--- src/rtl/desumu3.sv ---
// Sequential subtract/divide/pass unit: captures an operand set on start and produces q/r/err with a one-cycle done pulse.
// Division is restoring, one quotient bit per cycle MSB first; all other operations resolve in a single CALC cycle.
module desumu3 (
  input  logic       clk,
  input  logic       rst_n,
  input  logic       start,
  input  logic [6:0] c,
  input  logic [2:0] b,
  input  logic [1:0] sl,
  output logic [6:0] q,
  output logic [2:0] r,
  output logic       busy,
  output logic       done,
  output logic       err
);

  typedef enum logic [1:0] {IDLE, CALC, DONE} state_t;

  localparam logic [1:0] OP_SUB  = 2'b00;
  localparam logic [1:0] OP_DIV  = 2'b01;
  localparam logic [1:0] OP_PASS = 2'b10;

  state_t     state_q;
  logic [6:0] c_q;
  logic [2:0] b_q;
  logic [1:0] sl_q;
  logic [3:0] rem_q;
  logic [5:0] quo_q;
  logic [2:0] cnt_q;
  logic [6:0] q_q;
  logic [2:0] r_q;
  logic       busy_q;
  logic       done_q;
  logic       err_q;

  logic       ge_d;
  logic [2:0] diff_d;
  logic [3:0] rem_d;
  logic [5:0] quo_d;

  // rem_q holds the shifted-in trial value; after a successful subtract it is
  // below b, so the low three bits of the difference are exact.
  always_comb begin
    ge_d   = rem_q >= {1'b0, b_q};
    diff_d = ge_d ? (rem_q[2:0] - b_q) : rem_q[2:0];
    rem_d  = {diff_d, c_q[5]};
    quo_d  = {quo_q[4:0], ge_d};
  end

  always_ff @(posedge clk or negedge rst_n) begin
    if (!rst_n) begin
      state_q <= IDLE;
      c_q     <= '0;
      b_q     <= '0;
      sl_q    <= '0;
      rem_q   <= '0;
      quo_q   <= '0;
      cnt_q   <= '0;
      q_q     <= '0;
      r_q     <= '0;
      busy_q  <= 1'b0;
      done_q  <= 1'b0;
      err_q   <= 1'b0;
    end else begin
      case (state_q)
        IDLE: begin
          done_q <= 1'b0;
          if (start) begin
            c_q     <= c;
            b_q     <= b;
            sl_q    <= sl;
            rem_q   <= {3'b000, c[6]};
            quo_q   <= '0;
            cnt_q   <= 3'd6;
            busy_q  <= 1'b1;
            state_q <= CALC;
          end
        end
        CALC: begin
          case (sl_q)
            OP_SUB: begin
              q_q     <= c_q - {4'b0000, b_q};
              r_q     <= '0;
              err_q   <= c_q < {4'b0000, b_q};
              done_q  <= 1'b1;
              state_q <= DONE;
            end
            OP_DIV: begin
              if (b_q == 3'd0) begin
                q_q     <= 7'h7F;
                r_q     <= '0;
                err_q   <= 1'b1;
                done_q  <= 1'b1;
                state_q <= DONE;
              end else begin
                rem_q <= rem_d;
                quo_q <= quo_d;
                c_q   <= c_q << 1;
                cnt_q <= cnt_q - 3'd1;
                if (cnt_q == 3'd0) begin
                  q_q     <= {quo_q, ge_d};
                  r_q     <= diff_d;
                  err_q   <= 1'b0;
                  done_q  <= 1'b1;
                  state_q <= DONE;
                end
              end
            end
            OP_PASS: begin
              q_q     <= c_q;
              r_q     <= '0;
              err_q   <= 1'b0;
              done_q  <= 1'b1;
              state_q <= DONE;
            end
            default: begin
              q_q     <= '0;
              r_q     <= '0;
              err_q   <= 1'b1;
              done_q  <= 1'b1;
              state_q <= DONE;
            end
          endcase
        end
        DONE: begin
          done_q  <= 1'b0;
          busy_q  <= 1'b0;
          state_q <= IDLE;
        end
        default: begin
          done_q  <= 1'b0;
          busy_q  <= 1'b0;
          state_q <= IDLE;
        end
      endcase
    end
  end

  assign q    = q_q;
  assign r    = r_q;
  assign busy = busy_q;
  assign done = done_q;
  assign err  = err_q;

endmodule
--- config.mk ---
export PLATFORM = sky130hd
export DESIGN_NAME = desumu3
export DESIGN_NICKNAME = d
export VERILOG_FILES = /design/src/rtl/desumu3.sv
export SDC_FILE = /design/constraint.sdc
export NUM_CORES = 1
export LEC_CHECK = 0
export BUFFER_PORTS_ARGS = -buffer_cell sky130_fd_sc_hd__buf_2
export CORE_ASPECT_RATIO = 1.25
export CORE_MARGIN = 1
export CORE_UTILIZATION = 35
export DETAILED_ROUTE_END_ITERATION = 10
export PLACE_DENSITY = 0.54
export SETUP_SLACK_MARGIN = 0.4
export SYNTH_ARGS = -nofsm -noshare
export SYNTH_HDL_FRONTEND = slang
export SYNTH_SLANG_ARGS = --single-unit
--- constraint.sdc ---
create_clock -name clk -period 6.1 [get_ports clk]
set_clock_uncertainty 0.1 [all_clocks]
set_input_delay 0 -clock clk [delete_from_list [all_inputs] [get_ports clk]]
set_output_delay 0 -clock clk [all_outputs]
set_load 0.05 [all_outputs]
### Word level (Yosys, flattened, before mapping)

Cells that the tools add are included.

* add/subtract/negate cells: 3
* multipliers: 0
* divide/modulo/power cells: 0
* order comparisons: 2
* equality and inequality tests: 8
* shift-type cells: 0
* multiplexer cells: 37
* bitwise operators: 1
* reduce and logical (&&, ||, !) cells: 10

Operators by type and width (number)
* $mux W7: 5
* $mux W3: 7
* $pmux W7 S3: 1
* $mux W6: 3
* $pmux W7 S2: 1
* $mux W4: 3
* $pmux W6 S2: 1
* $mux W2: 4
* $pmux W4 S2: 1
* $reduce_and A2 Y1: 4
* $lt A7 B3 Y1: 1
* $mux W1: 7
* $sub A7 B3 Y7: 1
* $logic_not A3 Y1: 2
* $ne A2 B2 Y1 const B: 3
* $pmux W3 S2: 1
* $eq A2 B1 Y1 const B: 2
* $ge A4 B3 Y1: 1
* $logic_not A2 Y1: 2
* $ne A4 B4 Y1 const B: 1
* $pmux W2 S2: 1
* $reduce_and A4 Y1: 1
* $ne A3 B3 Y1 const B: 1
* $pmux W1 S3: 1
* other kinds (6): 6

* register bits after elaboration: 40
* bits in latches: 0
* memory bits (writable): 0
* bits in read-only memories: 0
* input port bits: 15
* output and inout port bits: 13
* word-level logic and storage cells: 73
* memories kept: 0

### Longest topological paths before layout

Gate-level depths: netlist (run 1).

* word-level depth: 5
* depth in mapped cells: 9

### Least setup slack after synthesis (run 1)

OpenSTA, ideal clock, no wires.

* kind: register to register
* start: reg c_q[0]
* end: reg q_q[6] (netlist: q[6])
* setup time: 0.095 ns
* arrival time: 1.825 ns
* slack: 4.079 ns
* cell stages (with the launch flop): 9
* buffers on the path: 0
* path through: dfrtp_1 > inv_1 > ha_1 > inv_1 > fa_1 > a211o_1 > nor4_1 > xnor2_1 > o31ai_1

* cells in the longest elaborated chain, start to end: 2

RTL lines
* from (decl): RTL line 24 `logic [6:0] c_q;`
* from (signal assigned): RTL line 98 `c_q <= c_q << 1;`
* $sub A7 B3 Y7: RTL line 82 `q_q <= c_q - {4'b0000, b_q};`
* $pmux W7 S3: RTL line 80 `case (sl_q)`
* to (signal assigned): RTL line 82
* to (signal assigned): RTL line 101 `q_q <= {quo_q, ge_d};`
* to (signal assigned): RTL line 110 `q_q <= c_q;`
* to (decl): RTL line 30 `logic [6:0] q_q;`

No other way between the ends.
A chain may end at the register's enable or synchronous reset.

### Worst setup path in the final report (run 1)

* start: reg state_q[1]
* end: reg cnt_q[0]

* cells in the longest elaborated chain, start to end: 3
* elaborated cells on any way between the ends: 8

RTL lines
* from (decl): RTL line 23 `state_t state_q;`
* from (signal assigned): RTL line 52 `state_q <= IDLE;`
* from (signal assigned): RTL line 76 `state_q <= CALC;`
* from (signal assigned): RTL line 86 `state_q <= DONE;`
* $eq A2 B1 Y1 or $logic_not A2 Y1 (tied branches): RTL line 65 `case (state_q)`
* $ne A2 B2 Y1 (no line) or $reduce_bool A2 Y1 (tied branches)
* $reduce_and A4 Y1 (no line)
* to (signal assigned): RTL line 99 `cnt_q <= cnt_q - 3'd1;`
* to (decl): RTL line 29 `logic [2:0] cnt_q;`

Several ways; a longest one is shown, not always the timed one.

==> flow_summary.ini, run 1 <==
[cts]
clk_pin_slew_worst_paths_ns = 0.07
clock-sinks = 39
cts_tree = done
ctsHtreeMaxLevel = 2
clkLatencyLatePin_ns = 0.29
clk_path_buf_depth = 2
cts.repair.resized = 0
post_cts_buffers = 0
cts_buffers = 5
cts-root-buf = clkbuf_8

[die]
die_area_um2 = 6000
start_util_pct = 36.6
pin_count = 28
core_um2 = 5440
die_height_um = 86.3
die_width_um = 69.5
core.rowCount = 30

[sta]
tightest_slew_ns = 0.879
final-hold-violation-count = 0
worst_slack_ns = 3.75
fin_crit_ns = 2.35
totalNegativeSetupSlack_ns = 0
final_max_slew_viol_count = 0
setup_viol = 0
fin_crit_sh_pct = 38.5
rsz0062_at_grt = no
slew_headroom_pct = 41.4
fmax_ghz = 0.425

[pwr]
combinationalPowerShare_pct = 55.1
power.density_nw_per_um2 = 578
p_int_w = 0.000712
pwr-share-clk_pct = 12.2
switching_power_w = 0.000671
switching_share_pct = 48.5
ir_drop_v = 0.000306
seqPwrFrac_pct = 32.7
power.leakage_nw = 1.17

[logic_synthesis]
yosys_register_bits = 39
netlist.area_leader.share_pct = 49.0
synth.largest_area_cell = dfrtp_1
ys_types = 38
netlist_instances = 211
syn-num-nets = 236
syn_area_per_cell_um2 = 9.43
netlist_area_um2 = 1990
ys_seq_area_share_pct = 49.0
synth.area.top_cells = dfrtp_1, nand2_1, nor2_1, ha_1, mux2i_1
yosys_warnings = 0

[global_route]
grt_pass1_vias = 1561
overflow = 0
track_usage_pct = 16.9
grt_max_degree = 40
antenna_found_initial = 0
grt_pass1_wl_um = 7840

[final_layout]
final_cell_area_um2 = 2390
fillers = 523
area_growth_pct = 20.1
antennaDiodeCount = 0
drive_above_1_share_pct = 16.7
layout.nets = 276

[placement]
pre_cts_slack_ns = 3.74
place_area_um2 = 2180
io_buffers = 27
dp_hpwl_um = 3210
place_congestion = 0.762

[routing]
wirelength_um = 4530
drt-pass1-iter-count = 4
detail_route.iter0.violations = 105
avgRoutedWirePerCell_um = 14.3
post_drt_via_cell_ratio = 4.97
ant_nets = 0
drcViolationCount = 0
dr_total_vias = 1570

[worst_setup_path]
cp.arrival_ns = 2.46
worst_setup_path_start_kind = register
critical_path_class = register to register
worstRegToRegCells = 7
cp-end-kind = register
reg2reg_setup_slack_ns = 3.75
timing.rr.start = state_q[1]
critical_path_required_ns = 6.21
worstPathMaxFanout = 15
worstReg2RegEnd = cnt_q[0]

[worst_hold_path]
holdCritStartpoint = start
worstHoldPathType = input port to register
whs_endpoint = state_q[0]
min_delay_path_depth = 3

[job]
drv_cap = 0

[run_status]
status = finished clean
## state kept, by name (all words and copies together) (netlist names)
signal,flops
rem_q,4
done,1
r,3
cnt_q,3
c_q,6
quo_q,6
b_q,3
q,7
sl_q,2
state_q,2
err,1
busy,1
## stage by stage
stage	std cells	power [W]	util [%]	hold WS, ns
3_3_place_gp	295	0.00121	40.0	0.0739
5_1_grt	316	0.00152	43.9	0.0884
6_report	316	0.00138	43.9	0.0610
3_5_place_dp	295	0.00122	40.0	0.0784
2_1_floorplan	211	0.00104	-	-0.396
4_1_cts	316	0.00140	43.9	0.0542
## metal layers
layer  share of wire (%)  vias to the layer above  global-route usage (%)
li1                    -                      805                       -
met2                  47                       23                    28.2
met5                   0                        -                       0
met4                 1.6                        0                    7.42
met1                  49                      737                    21.4
met3                 2.6                        5                    3.14
## cell families (layout without fill, tap and decap cells)
kind of cell,count (synthesis),in the layout,synth area share [%]
simple gates,78,78,17.5
buf+inv,22,63,4.84
xor+xnor,4,4,1.76
mux,7,7,3.52
fa+ha+maj,10,10,7.04
compound gates,51,51,16.3
flops,39,39,49.0
## what timing repair did
action                                  4_1_cts  5_1_grt
endpoints found under the setup margin        0        0
endpoints found under the hold margin        51        0
hold buffers                                 13        0
## how the worst max path moves through the flow
stage / slack (ns) / end / start
after CTS: 3.71 / cnt_q[0] / state_q[1]
after floorplan: 4.08 / q[6] / c_q[0]
final: 3.75 / cnt_q[0] / state_q[1]
after global routing: 3.47 / cnt_q[0] / sl_q[1]
after detailed placement: 3.74 / cnt_q[0] / state_q[1]
after global placement: 3.81 / c_q[5] / state_q[1]
## cell type report
type                       count  area [um2]  share of cell area, %
sequential                    39         976                   40.8
timing repair buffer          43         288                   12.0
tap                           64        80.1                   3.35
clock buffer                   5        68.8                   2.88
clock inverter                 3        15.0                  0.628
inverter                      12        45.0                   1.88
multi-input combinational    150         918                   38.4
## power groups by stage
stage | sequential [W] | clock, W | combinational [W]
floorplan | 0.000526 | 0 | 0.000517
global placement | 0.000456 | 0 | 0.000755
detailed placement | 0.000459 | 0 | 0.000759
CTS | 0.000455 | 0.000178 | 0.000768
global route | 0.000471 | 0.000187 | 0.000859
finish | 0.000453 | 0.000168 | 0.000762
## placed cells by master (no fill, tap or decap), types with 4 or more instances in the layout
master / count
a22o_1: 7
ha_1: 8
buf_2: 27
o21ai_1: 11
o21ai_0: 11
nand3_1: 5
dlygate4sd3_1: 13
nor2_1: 27
a21oi_1: 7
nand2_1: 31
clkbuf_8: 5
xnor2_1: 4
mux2i_1: 7
inv_1: 11
dfrtp_1: 39
## critical path, cell delays in order (launching register included)
cell and delay, ns:
dfrtp_1 0.36, nand2b_1 0.55, nor3_1 0.13, buf_4 0.21
nor2_1 0.49, buf_4 0.29, nand2_1 0.06, o21ai_0 0.07
## cells in the mapped netlist
cell      number
and2_1         1
a22o_1         7
buf_2          5
a221o_1        1
nor3b_1        1
nor3_1         3
a21oi_1        7
mux2i_1        7
o21ai_1       11
o21ai_0       11
buf_6          1
a32oi_1        1
nor4_1         3
o211ai_1       1
o22ai_1        1
inv_1         11
a32o_1         1
dfrtp_1       39
o31ai_1        1
a31oi_1        3
or3_4          1
nor2b_1        1
or4_1          1
inv_2          1
nand3_1        5
o22a_1         2
a22oi_1        2
nand2_1       31
nand2b_1       2
or3_1          1
nor2_1        27
nand2b_4       1
clkbuf_1       4
a211o_1        1
xnor2_1        4
ha_1           8
a21oi_2        1
fa_1           2
No activity file was read; power rests on OpenSTA's default activity.
==> run 2, diff against run 1 <==
Clock period 6.1 ns to 2.2 ns, I/O delays scaled along.
==> run 2 against run 1 <==
  * Die area stayed put
  * Critical path type unchanged
  * Non-clock buffer count increased by 27
  * Global-route usage grew 1.3 points
  * Final cell count up 8.5%
  * Design area is 15% higher
  * Count of clock-buffer cells in the layout up 1
==> flow_summary.ini, run 2 (synthesis results as in run 1) <==
[worst_setup_path]
worstPathCellList = inv_2 > ha_4 > inv_2 > fa_2 > buf_4 > xnor2_2 > nor2_1 > a21oi_2 > o22a_1 > o21ai_1
cp_slowest_stage_delay_ns = 0.39
timing.rr.start = c_q[0]
worst_setup_path_start_kind = register
worstReg2RegEnd = q[2]
cp.buffers_inverters = 3
cp.arrival_ns = 2.07
reg2reg_setup_slack_ns = 0.26
crit_start = c_q[0]
critical_path_required_ns = 2.33
crit_top_cell = inv_2
critPathSlowestCell = dfrtp_1
crit_family = adder cells
worstPathMaxFanout = 2
critical_path_class = register to register
cp-end-kind = register
worstRegToRegCells = 10

[pwr]
power.leakage_nw = 1.32
power.density_nw_per_um2 = 1790
ir_drop_v = 0.000738

[die]
core_um2 = 5440
die_height_um = 86.3
die_area_um2 = 6000
die_width_um = 69.5
core.rowCount = 30
pin_count = 28
start_util_pct = 36.6

[global_route]
track_usage_pct = 18.1
overflow = 0
grt_pass1_vias = 1727
antenna_found_initial = 0
grt_max_degree = 40
grt_pass1_wl_um = 8320

[final_layout]
layout_commonest_cell = dfrtp_1
layout.nets = 303
area_growth_pct = 37.8
largest_register_ffs = 7
final_cell_area_um2 = 2740
antennaDiodeCount = 0
drive_above_1_share_pct = 33.0
mostFrequentLayoutCells = dfrtp_1, nand2_1, buf_4

[worst_hold_path]
min_delay_path_depth = 3
holdCritStartpoint = start
whs_endpoint = state_q[0]
worstHoldPathType = input port to register

[cts]
clk_path_buf_depth = 2
clkLatencyLatePin_ns = 0.30
clock-sinks = 39
cts-root-buf = clkbuf_8
ctsHtreeMaxLevel = 2
cts_tree = done
clk_pin_slew_worst_paths_ns = 0.08
cts_buffers = 5

[routing]
post_drt_via_cell_ratio = 5.05
drt-pass1-iter-count = 5
drcViolationCount = 0
ant_nets = 0
detail_route.iter0.violations = 63
dr_total_vias = 1733
wirelength_um = 5010
avgRoutedWirePerCell_um = 14.6

[sta]
fin_crit_ns = 1.94
tightest_slew_ns = 0.866
fin_hold_ws_ns = 0.0918
fmax_ghz = 0.515
rsz0062_at_grt = yes
totalNegativeSetupSlack_ns = 0
worst_slack_ns = 0.257
final_max_slew_viol_count = 0
slew_headroom_pct = 42.3
fin_crit_sh_pct = 88.3
final-hold-violation-count = 0
setup_viol = 0

[job]
drv_cap = 0

[placement]
place_area_um2 = 2240
dp_hpwl_um = 3300
place_congestion = 0.730
pre_cts_slack_ns = 0.162
io_buffers = 27

[run_status]
status = finished clean
[run 2: how the worst max path moves through the flow]
stage | endpoint | slack, ns | depth (start not counted)
floorplan | q[6] | 0.27 | 8
global placement | q[6] | 0.19 | 8
detailed placement | q[6] | 0.16 | 8
CTS | q[6] | 0.26 | 8
global route | q[6] | 0.13 | 8
finish | q[2] | 0.26 | 10
[run 2: per-layer routing]
layer  wire (um)  global-route usage [%]
met1        2180                    23.0
met2        2520                    29.7
met3         196                    3.84
met4         110                    8.35
met5           0                       0
[run 2: timing repair]
item / 4_1_cts / 5_1_grt
hold endpoints to repair: 51 / 0
resized for setup: 19 / 12
pin swaps: 11 / 12
hold buffers: 13 / 0
endpoints found under the setup margin: 13 / 15
buffers inserted: 15 / 4
[run 2: area by class of cell]
class | instances | area (um2)
Multi-Input combinational cell | 150 | 1020
Inverter | 12 | 45.0
Fill cell | 509 | 2700
Clock buffer | 6 | 82.6
Clock inverter | 2 | 35.0
Sequential cell | 39 | 978
Tap cell | 64 | 80.1
Timing Repair Buffer | 70 | 498
[run 2: where the power goes]
part | total [W] | switching, W | internal, W | leakage, nW
logic | 0.00306 | 0.00171 | 0.00135 | 0.771
clock network | 0.000631 | 0.000263 | 0.000367 | 0.0612
registers | 0.00122 | 0.000229 | 0.000987 | 0.491
total | 0.00491 | 0.00220 | 0.00271 | 1.32
[run 2: metrics by stage]
step | power (W) | instances | util [%]
after CTS | 0.00461 | 339 | 48.7
after global routing | 0.00528 | 343 | 50.4
after floorplan | 0.00291 | 211 | -
final | 0.00491 | 343 | 50.4
after detailed placement | 0.00349 | 303 | 41.2
after global placement | 0.00347 | 303 | 41.2
[run 2: worst reg2reg max path, stage by stage, from the launching register on]
cell and delay [ns]:
dfrtp_1 0.39, inv_2 0.08, ha_4 0.13, inv_2 0.03
fa_2 0.33, buf_4 0.15, xnor2_2 0.12, nor2_1 0.14
a21oi_2 0.05, o22a_1 0.23, o21ai_1 0.13
==> run 3, diff against run 2 <==
Settings changed: PLACE_DENSITY 0.54 to not set, PLACE_DENSITY_LB_ADDON set to 0.1, SLEW_MARGIN set to 40.
==> run 3 against run 2 <==
  * Sequential power is essentially flat
  * Global-route usage grew 0.19 points
  * Die area is the same
  * Clock power grew 14%
  * Non-clock buffer count shrank 3
  * Final cell count shrank 0.87%
  * Total power grew 1.7%
  * Critical path type unchanged
  * Wire length grew 2.4%
  * Worst setup slack gained 0.0051 ns
  * First-iteration DRC count grew 52%
  * Hold slack lost 0.020 ns
==> flow_summary.ini, run 3 (synthesis results as in run 1) <==
[run_status]
status = finished clean

[global_route]
grt_max_degree = 21
antenna_found_initial = 0
grt_pass1_wl_um = 8540
grt_pass1_vias = 1755
track_usage_pct = 18.3
overflow = 0

[job]
drv_cap = 0

[cts]
cts_tree = done
clkLatencyLatePin_ns = 0.29
clock-sinks = 39
clk_path_buf_depth = 2
cts-root-buf = clkbuf_8
ctsHtreeMaxLevel = 2
cts_buffers = 5
clk_pin_slew_worst_paths_ns = 0.08

[routing]
detail_route.iter0.violations = 96
avgRoutedWirePerCell_um = 15.1
dr_total_vias = 1716
ant_nets = 0
wirelength_um = 5130
post_drt_via_cell_ratio = 5.05
drt-pass1-iter-count = 4
drcViolationCount = 0

[final_layout]
mostFrequentLayoutCells = dfrtp_1, nand2_1, buf_2
layout.nets = 300
largest_register_ffs = 7
fillers = 533
drive_above_1_share_pct = 33.0
layout_commonest_cell = dfrtp_1
antennaDiodeCount = 0
area_growth_pct = 38.4

[sta]
rsz0062_at_grt = yes
slew_headroom_pct = 68.9
tightest_slew_ns = 0.467
setup_viol = 0
totalNegativeSetupSlack_ns = 0
final_max_slew_viol_count = 0
fin_crit_sh_pct = 88.1
fin_crit_ns = 1.94
fmax_ghz = 0.516
worst_slack_ns = 0.262
final-hold-violation-count = 0
fin_hold_ws_ns = 0.0721

[pwr]
seqPwrFrac_pct = 24.7
switching_share_pct = 44.6
ir_drop_v = 0.000834
switching_power_w = 0.00223
pwr-share-clk_pct = 14.5
power.density_nw_per_um2 = 1810
p_int_w = 0.00276
power.leakage_nw = 1.32
combinationalPowerShare_pct = 60.8

[worst_setup_path]
cp_slowest_stage_delay_ns = 0.41
crit_start = b_q[0]
critical_path_class = register to register
worst_setup_path_start_kind = register
cp.buffers_inverters = 1
cp.arrival_ns = 2.05
cp-end-kind = register
critPathSlowestCell = dfrtp_1
worstPathMaxFanout = 4
critical_path_required_ns = 2.31
timing.rr.start = b_q[0]
worstPathCellList = ha_2 > inv_2 > fa_2 > a211o_1 > nor4_4 > xnor2_1 > o31ai_1
crit_family = adder cells

[die]
pin_count = 28
core.rowCount = 30
die_area_um2 = 6000
start_util_pct = 36.6
die_height_um = 86.3
die_width_um = 69.5
core_um2 = 5440

[placement]
dp_hpwl_um = 3650
io_buffers = 27
pre_cts_slack_ns = 0.131
place_congestion = 0.864

[worst_hold_path]
holdCritStartpoint = start
worstHoldPathType = input port to register
[run 3: layout make-up]
class                      count  area, um2  area share, %
clock buffer                   5       68.8           2.50
clock inverter                 3       67.6           2.45
inverter                      12       47.5           1.73
multi-input combinational    150       1040           37.7
sequential                    39        977           35.5
tap                           64       80.1           2.91
timing repair buffer          67        475           17.3
[run 3: final timing paths]
kind | endpoint | slack (ns) | cells past startpoint
min reg2reg | r[1] | 0.39 | 2
max reg2reg | q[6] | 0.26 | 7
max | q[6] | 0.26 | 7
min in group asynchronous | c_q[4] | 0.09 | 2
max in group asynchronous | r[1] | 1.27 | 3
min | state_q[0] | 0.07 | 3
[run 3: metal layers]
layer	routed length (um)	GRT usage, %
met2	2590	32.6
met5	0	0
met3	178	3.72
met4	56	5.01
met1	2310	22.6
[run 3: stage by stage]
step	total power, W	area, um2	cells	util (%)
global route	0.00539	2760	340	50.6
global placement	0.00351	2260	305	41.5
floorplan	0.00291	2000	211	-
finish	0.00499	2760	340	50.6
detailed placement	0.00354	2260	305	41.5
CTS	0.00474	2660	336	48.9
[run 3: timing repair]
action / in CTS / in global routing
pin swaps: 14 / 14
endpoints found under the setup margin: 15 / 27
resized for setup: 19 / 15
buffers inserted: 10 / 4
cloned: 0 / 0
endpoints found under the hold margin: 31 / 0
hold buffers: 13 / 0
[run 3: power by group through the flow]
| stage | clock, W | sequential (W) | combinational, W |
|---|---|---|---|
| floorplan | 0 | 0.00147 | 0.00144 |
| global placement | 0 | 0.00123 | 0.00228 |
| detailed placement | 0 | 0.00123 | 0.00231 |
| CTS | 0.000742 | 0.00122 | 0.00278 |
| global route | 0.000766 | 0.00128 | 0.00335 |
| finish | 0.000722 | 0.00124 | 0.00304 |
[run 3: worst reg2reg max path: stages (launching register included)]
cell	delay (ns)
dfrtp_1	0.41
ha_2	0.22
inv_2	0.04
fa_2	0.33
a211o_1	0.33
nor4_4	0.16
xnor2_1	0.09
o31ai_1	0.18
